===== config.mk =====
export PLATFORM = sky130hd
export DESIGN_NAME = lutram_mw_1r
export DESIGN_NICKNAME = d
export VERILOG_FILES = /design/src/rtl/taiga_config.sv /design/src/rtl/lutram_1w_1r.sv /design/src/rtl/lutram_mw_1r.sv
export SDC_FILE = /design/constraint.sdc
export NUM_CORES = 2
export LEC_CHECK = 0
export CAP_MARGIN = 20
export CORE_MARGIN = 5
export CORE_UTILIZATION = 40
export CTS_CLUSTER_DIAMETER = 150
export DETAILED_ROUTE_END_ITERATION = 10
export GPL_TIMING_DRIVEN = 0
export SETUP_SLACK_MARGIN = 0.5
export SYNTH_ARGS = -nofsm -noshare
export SYNTH_HDL_FRONTEND = slang
export SYNTH_SLANG_ARGS = --single-unit

===== constraint.sdc =====
create_clock -name clk -period 7.89 [get_ports clk]
set_clock_uncertainty 0.2 [all_clocks]
set_input_delay 2.367 -clock clk [delete_from_list [all_inputs] [get_ports clk]]
set_output_delay 2.367 -clock clk [all_outputs]
set_load 0.01 [all_outputs]

===== src/rtl/taiga_config.sv =====
// rtl/taiga_config.sv - shared configuration package: target vendor and LUTRAM clear-FSM states
package taiga_config;

    typedef enum logic [1:0] {
        XILINX,
        INTEL
    } vendor_t;

    localparam vendor_t FPGA_VENDOR = XILINX;

    typedef enum logic {
        CLEARING,
        READY
    } lutram_clear_state_t;

endpackage


===== src/rtl/lutram_1w_1r.sv =====
// rtl/lutram_1w_1r.sv - single-write, single-read LUTRAM bank with asynchronous read
module lutram_1w_1r #(
    parameter int WIDTH = 32,
    parameter int DEPTH = 32
) (
    input  logic                     clk,
    input  logic [$clog2(DEPTH)-1:0] waddr,
    input  logic                     ram_write,
    input  logic [WIDTH-1:0]         new_ram_data,
    input  logic [$clog2(DEPTH)-1:0] raddr,
    output logic [WIDTH-1:0]         ram_data_out
);

    // No reset: contents are cleared by the owner's post-reset sweep.
    logic [WIDTH-1:0] mem_q [DEPTH];

    always_ff @(posedge clk) begin
        if (ram_write)
            mem_q[waddr] <= new_ram_data;
    end

    assign ram_data_out = mem_q[raddr];

endmodule


===== src/rtl/lutram_mw_1r.sv =====
// rtl/lutram_mw_1r.sv - multi-write/single-read LUTRAM using an LVT; LUTRAM_MW_WRITE_BYPASS_EN enables write forwarding
module lutram_mw_1r
    import taiga_config::*;
#(
    parameter int WIDTH           = 32,
    parameter int DEPTH           = 32,
    parameter int NUM_WRITE_PORTS = 2
) (
    input  logic                       clk,
    input  logic                       rst,
    input  logic [$clog2(DEPTH)-1:0]   waddr [NUM_WRITE_PORTS],
    input  logic [NUM_WRITE_PORTS-1:0] ram_write,
    input  logic [WIDTH-1:0]           new_ram_data [NUM_WRITE_PORTS],
    input  logic [$clog2(DEPTH)-1:0]   raddr,
    output logic [WIDTH-1:0]           ram_data_out,
    output logic                       init_done
);

    localparam int ADDR_W = $clog2(DEPTH);
    localparam int LVT_W  = $clog2(NUM_WRITE_PORTS);

    lutram_clear_state_t state_q, state_d;
    logic [ADDR_W-1:0]   cnt_q, cnt_d;
    logic [LVT_W-1:0]    lvt_q [DEPTH];
    logic [LVT_W-1:0]    lvt_d [DEPTH];
    logic                clearing;

    logic [NUM_WRITE_PORTS-1:0] bank_we;
    logic [ADDR_W-1:0]          bank_waddr [NUM_WRITE_PORTS];
    logic [WIDTH-1:0]           bank_wdata [NUM_WRITE_PORTS];
    logic [WIDTH-1:0]           bank_rdata [NUM_WRITE_PORTS];
    logic [WIDTH-1:0]           read_data;

    assign clearing  = (state_q == CLEARING);
    assign init_done = (state_q == READY);

    always_comb begin
        state_d = state_q;
        cnt_d   = cnt_q;
        if (state_q == CLEARING) begin
            // Counter holds at DEPTH-1 rather than wrapping; READY takes over.
            if (cnt_q == ADDR_W'(DEPTH - 1))
                state_d = READY;
            else
                cnt_d = cnt_q + ADDR_W'(1);
        end
    end

    always_ff @(posedge clk) begin
        if (rst) begin
            state_q <= CLEARING;
            cnt_q   <= '0;
        end else begin
            state_q <= state_d;
            cnt_q   <= cnt_d;
        end
    end

    always_comb begin
        for (int w = 0; w < NUM_WRITE_PORTS; w++) begin
            bank_we[w]    = ram_write[w] & ~clearing;
            bank_waddr[w] = waddr[w];
            bank_wdata[w] = new_ram_data[w];
        end
        if (clearing) begin
            bank_we[0]    = 1'b1;
            bank_waddr[0] = cnt_q;
            bank_wdata[0] = '0;
        end
    end

    // Ascending loop: the highest-indexed writer of an address owns it.
    always_comb begin
        lvt_d = lvt_q;
        if (clearing) begin
            lvt_d[cnt_q] = '0;
        end else begin
            for (int w = 0; w < NUM_WRITE_PORTS; w++) begin
                if (ram_write[w])
                    lvt_d[waddr[w]] = LVT_W'(w);
            end
        end
    end

    always_ff @(posedge clk) begin
        lvt_q <= lvt_d;
    end

    for (genvar g = 0; g < NUM_WRITE_PORTS; g++) begin : g_bank
        lutram_1w_1r #(
            .WIDTH (WIDTH),
            .DEPTH (DEPTH)
        ) u_bank (
            .clk          (clk),
            .waddr        (bank_waddr[g]),
            .ram_write    (bank_we[g]),
            .new_ram_data (bank_wdata[g]),
            .raddr        (raddr),
            .ram_data_out (bank_rdata[g])
        );
    end

    always_comb begin
        read_data = '0;
        for (int w = 0; w < NUM_WRITE_PORTS; w++) begin
            if (lvt_q[raddr] == LVT_W'(w))
                read_data = bank_rdata[w];
        end
`ifdef LUTRAM_MW_WRITE_BYPASS_EN
        for (int w = 0; w < NUM_WRITE_PORTS; w++) begin
            if (ram_write[w] && (waddr[w] == raddr))
                read_data = new_ram_data[w];
        end
`endif
        ram_data_out = clearing ? '0 : read_data;
    end

endmodule


==> results.txt <==
In this run the worst path has a maximum fanout of 10. The die extent in y is 458 µm. The total count of max-transition violations in the final report came out at 0. STA classifies the critical path endpoint as an output pin. Setup repair after global routing could not meet its margin everywhere.

The met3 layer usage reported by global route came out at 4.56%. The initial standard-cell utilization of the core came out at 40.2%. The final critical-path share of the clock period came out at 94.1%. The first global-routing pass estimated 300000 µm of wire. The count of pins on the block boundary came out at 116.

The headroom to the max-slew limit came out at 24.0%. The end of the worst register-to-register path is g_bank[1].u_bank.mem_q[23][22]. Counting instances, the worst hold path has a depth of 1.

The hold buffer count at cts came out at 0. In this run the power density over the cells is 233 mW/mm². Setup violations remaining at the end of the flow were counted as 0. The worst-case IR drop observed on VDD is 0.000244 V.

The flop-to-flop setup slack is 3970 ps. The post-synthesis instance area came out at 0.0804 mm². The fraction of final layout cells sized beyond drive strength 1 came out at 31.3%. Dividing the detail-routed via count by the number of cells gives 5.78.

After layout, the design draws a total of 22200 µW. The top cell type's share of synthesized area is 76.5%. The number of global-route vias before repair is 40200. The number of synthesized flops with an enable pin came out at 2048. The root buffer cell is sky130_fd_sc_hd__clkbuf_16. CTS built an H-tree with a depth of 4. TritonCTS built the clock tree. The tightest min-delay check is of the reg2reg type. The placed wire-length estimate after detailed placement came out at 144000 µm. The number of buffers added on ports came out at 111.

The number of nets at the end of the flow came out at 4182. Of all cell types, the one taking the most synthesized area is sky130_fd_sc_hd__edfxtp_1. The maximum number of pins on one net before global-route repair is 33. The average wire per standard cell came out at 30.7 µm.

At the worst endpoint, the required time is 5320 ps. In this run the critical register-to-register path is launched from init_done. CTS saw 2086 sinks. In this run the static leakage power is 0.0293 µW. Synthesis produced 3660 cells. The worst setup path is launched from an input port. The post-detailed-placement cell area is 0.0867 mm². The count of warnings emitted by yosys is 0. In the post-synthesis netlist, the cell with the most instances is sky130_fd_sc_hd__edfxtp_1. Global routing used 20.0% of the available tracks. The residual DRC count came out at 0. In the synthesized netlist, the cells that appear most often are sky130_fd_sc_hd__edfxtp_1, sky130_fd_sc_hd__mux4_2, sky130_fd_sc_hd__nor2_1.

The beginning of the worst hold path is lvt_q[28]. The placeable core region is 0.200 mm². At the end of routability-driven placement, the weighted congestion stood at 0.796. The category of the most critical setup path is in2out. The worst hold-check slack is 251 ps. The number of antenna violations at the first check in global routing came out at 8.

The wire length after detailed routing came out at 212000 µm. In this run, synthesis produced a sequential element count of 2086. The path with the worst hold slack has its endpoint at lvt_q[28].

At the end of the flow the core is filled with cells to 47.7%. The global-route met2 utilization came out at 31.1%. met2 is the most crowded layer.

The met1 routing resource usage after global routing came out at 28.0%. The time the final worst path needs with I/O delays and setup is 7420 ps. The longest clock path from root to sink contains 3 buffers. The count of cells along the worst register-to-register path came out at 6.

The main flop type after synthesis is sky130_fd_sc_hd__edfxtp_1. By area the synthesized netlist is led by sky130_fd_sc_hd__edfxtp_1, sky130_fd_sc_hd__mux4_2, sky130_fd_sc_hd__mux2i_1. The tool flagged a number of max-cap violations equal to 0. From synthesis to final layout, the design area changed by 18.7%.

The initialized floorplan defines 164 standard-cell rows. The portion of the post-synthesis area used by sequential elements is 77.5%. Detailed routing inserted a total of 39900 vias. In this run the horizontal extent of the chip is 458 µm. After synthesis, the mean cell area works out to 22.0 µm².

The floorplan die area came out at 0.210 mm². The aggregate global routing overflow came out at 0. The clock transition at the register clock pins on the worst setup and hold paths after CTS came out at 60 ps. The maximum clock rate came out at 0.135 GHz. The initial DRC count came out at 4726. The critical path data arrival time came out at 4860 ps. The slew of the pin with the lowest slew margin is 1140 ps. Clock tree synthesis inserted a total of 195 buffers. The post-route antenna net violation count came out at 0. The net count after synthesis came out at 3748. The clock insertion delay at the later pin of the skew report came out at 830 ps. The run finished with clean final reports.

The count of unique library cells instantiated by Yosys came out at 48. The total count of hold-check failures in the final report is 0. After synthesis, the share of flip-flops with an asynchronous set or reset is 0%. The detailed-routing iteration count for the pre-antenna-repair pass came out at 6. Once layout is done, the placed cells without fillers occupy 0.0954 mm².
==> how the worst max path moves through the flow <==
stage	start	to	cells past startpoint
finish	raddr[1]	ram_data_out[11]	10
global route	raddr[0]	ram_data_out[2]	10
CTS	raddr[1]	ram_data_out[11]	9
detailed placement	raddr[3]	ram_data_out[10]	9
global placement	raddr[3]	ram_data_out[10]	9
floorplan	raddr[1]	ram_data_out[22]	8
==> worst max-delay path, stage by stage <==
cell and delay, ps:
sky130_fd_sc_hd__buf_8 180, sky130_fd_sc_hd__buf_12 200, sky130_fd_sc_hd__buf_4 290, sky130_fd_sc_hd__buf_6 230, sky130_fd_sc_hd__mux4_2 330, sky130_fd_sc_hd__a22oi_1 250, sky130_fd_sc_hd__a21oi_1 150, sky130_fd_sc_hd__a21oi_4 360
sky130_fd_sc_hd__o22ai_4 160, sky130_fd_sc_hd__dlygate4sd2_1 320
==> layer usage <==
metal / vias up / wire, µm
met2: 1767 / 99600
met3: 296 / 17300
met4: 6 / 7690
met5: - / 34
li1: 16400 / -
met1: 21500 / 87100
==> area by class of cell <==
type	count	area (µm²)
fill	16300	104000
sequential	2086	62300
multi-input combinational	1360	18400
clock buffer	254	5220
timing repair buffer	237	3460
tap	2656	3320
buffer	211	2090
clock inverter	96	622
inverter	3	11.3
antenna	4	10.0
==> placed cells by master, fill, tap and decap left out, types with 65 or more instances in the layout <==
| cell type | count |
|---|---|
| sky130_fd_sc_hd__edfxtp_1 | 2048 |
| sky130_fd_sc_hd__mux4_2 | 510 |
| sky130_fd_sc_hd__clkbuf_16 | 207 |
| sky130_fd_sc_hd__a22oi_1 | 80 |
| sky130_fd_sc_hd__buf_12 | 79 |
| sky130_fd_sc_hd__mux2i_1 | 79 |
| sky130_fd_sc_hd__clkbuf_1 | 78 |
| sky130_fd_sc_hd__nor2_1 | 77 |
| sky130_fd_sc_hd__clkdlybuf4s50_1 | 76 |
| sky130_fd_sc_hd__a21oi_1 | 69 |
| sky130_fd_sc_hd__nor2_4 | 65 |
==> registers in the layout, indices dropped and copies added, names as in the netlist <==
name and count:
init_done 1, cnt_q 5, lvt_q 32, g_bank.u_bank.mem_q 2048
==> power breakdown <==
group | switching [µW] | internal [µW]
sequential | 15.1 | 12100
clock | 4000 | 4780
combinational | 741 | 518
==> repair_timing <==
action / 4_1_cts / 5_1_grt
pin swaps: 24 / 2
gates cloned: 1 / 0
setup buffers: 12 / 3
endpoints found under the setup margin: 32 / 32
resized for setup: 528 / 43
==> stage by stage <==
stage	setup WS (ps)	instances	setup TNS [ps]
6_report	466	6907	0
5_1_grt	440	6905	0
4_1_cts	458	6866	0
3_5_place_dp	-2060	6503	-55150
3_3_place_gp	-2150	6427	-61830
2_1_floorplan	1380	3660	0
==> cell families (layout without fill, tap and decap cells) <==
logic type / Yosys count / after routing / share of synthesized area [%]
and+or+nand+nor: 283 / 283 / 1.70
muxes: 632 / 632 / 15.9
DFF: 2086 / 2086 / 77.5
adders and majority gates: 5 / 5 / 0.0778
AOI/OAI and AO/OA: 437 / 437 / 3.40
xor gates and xnor gates: 3 / 3 / 0.0327
other: 0 / 4 / 0
buffers and inverters: 214 / 801 / 1.46
Note: power is estimated with default switching activity, not from simulation.
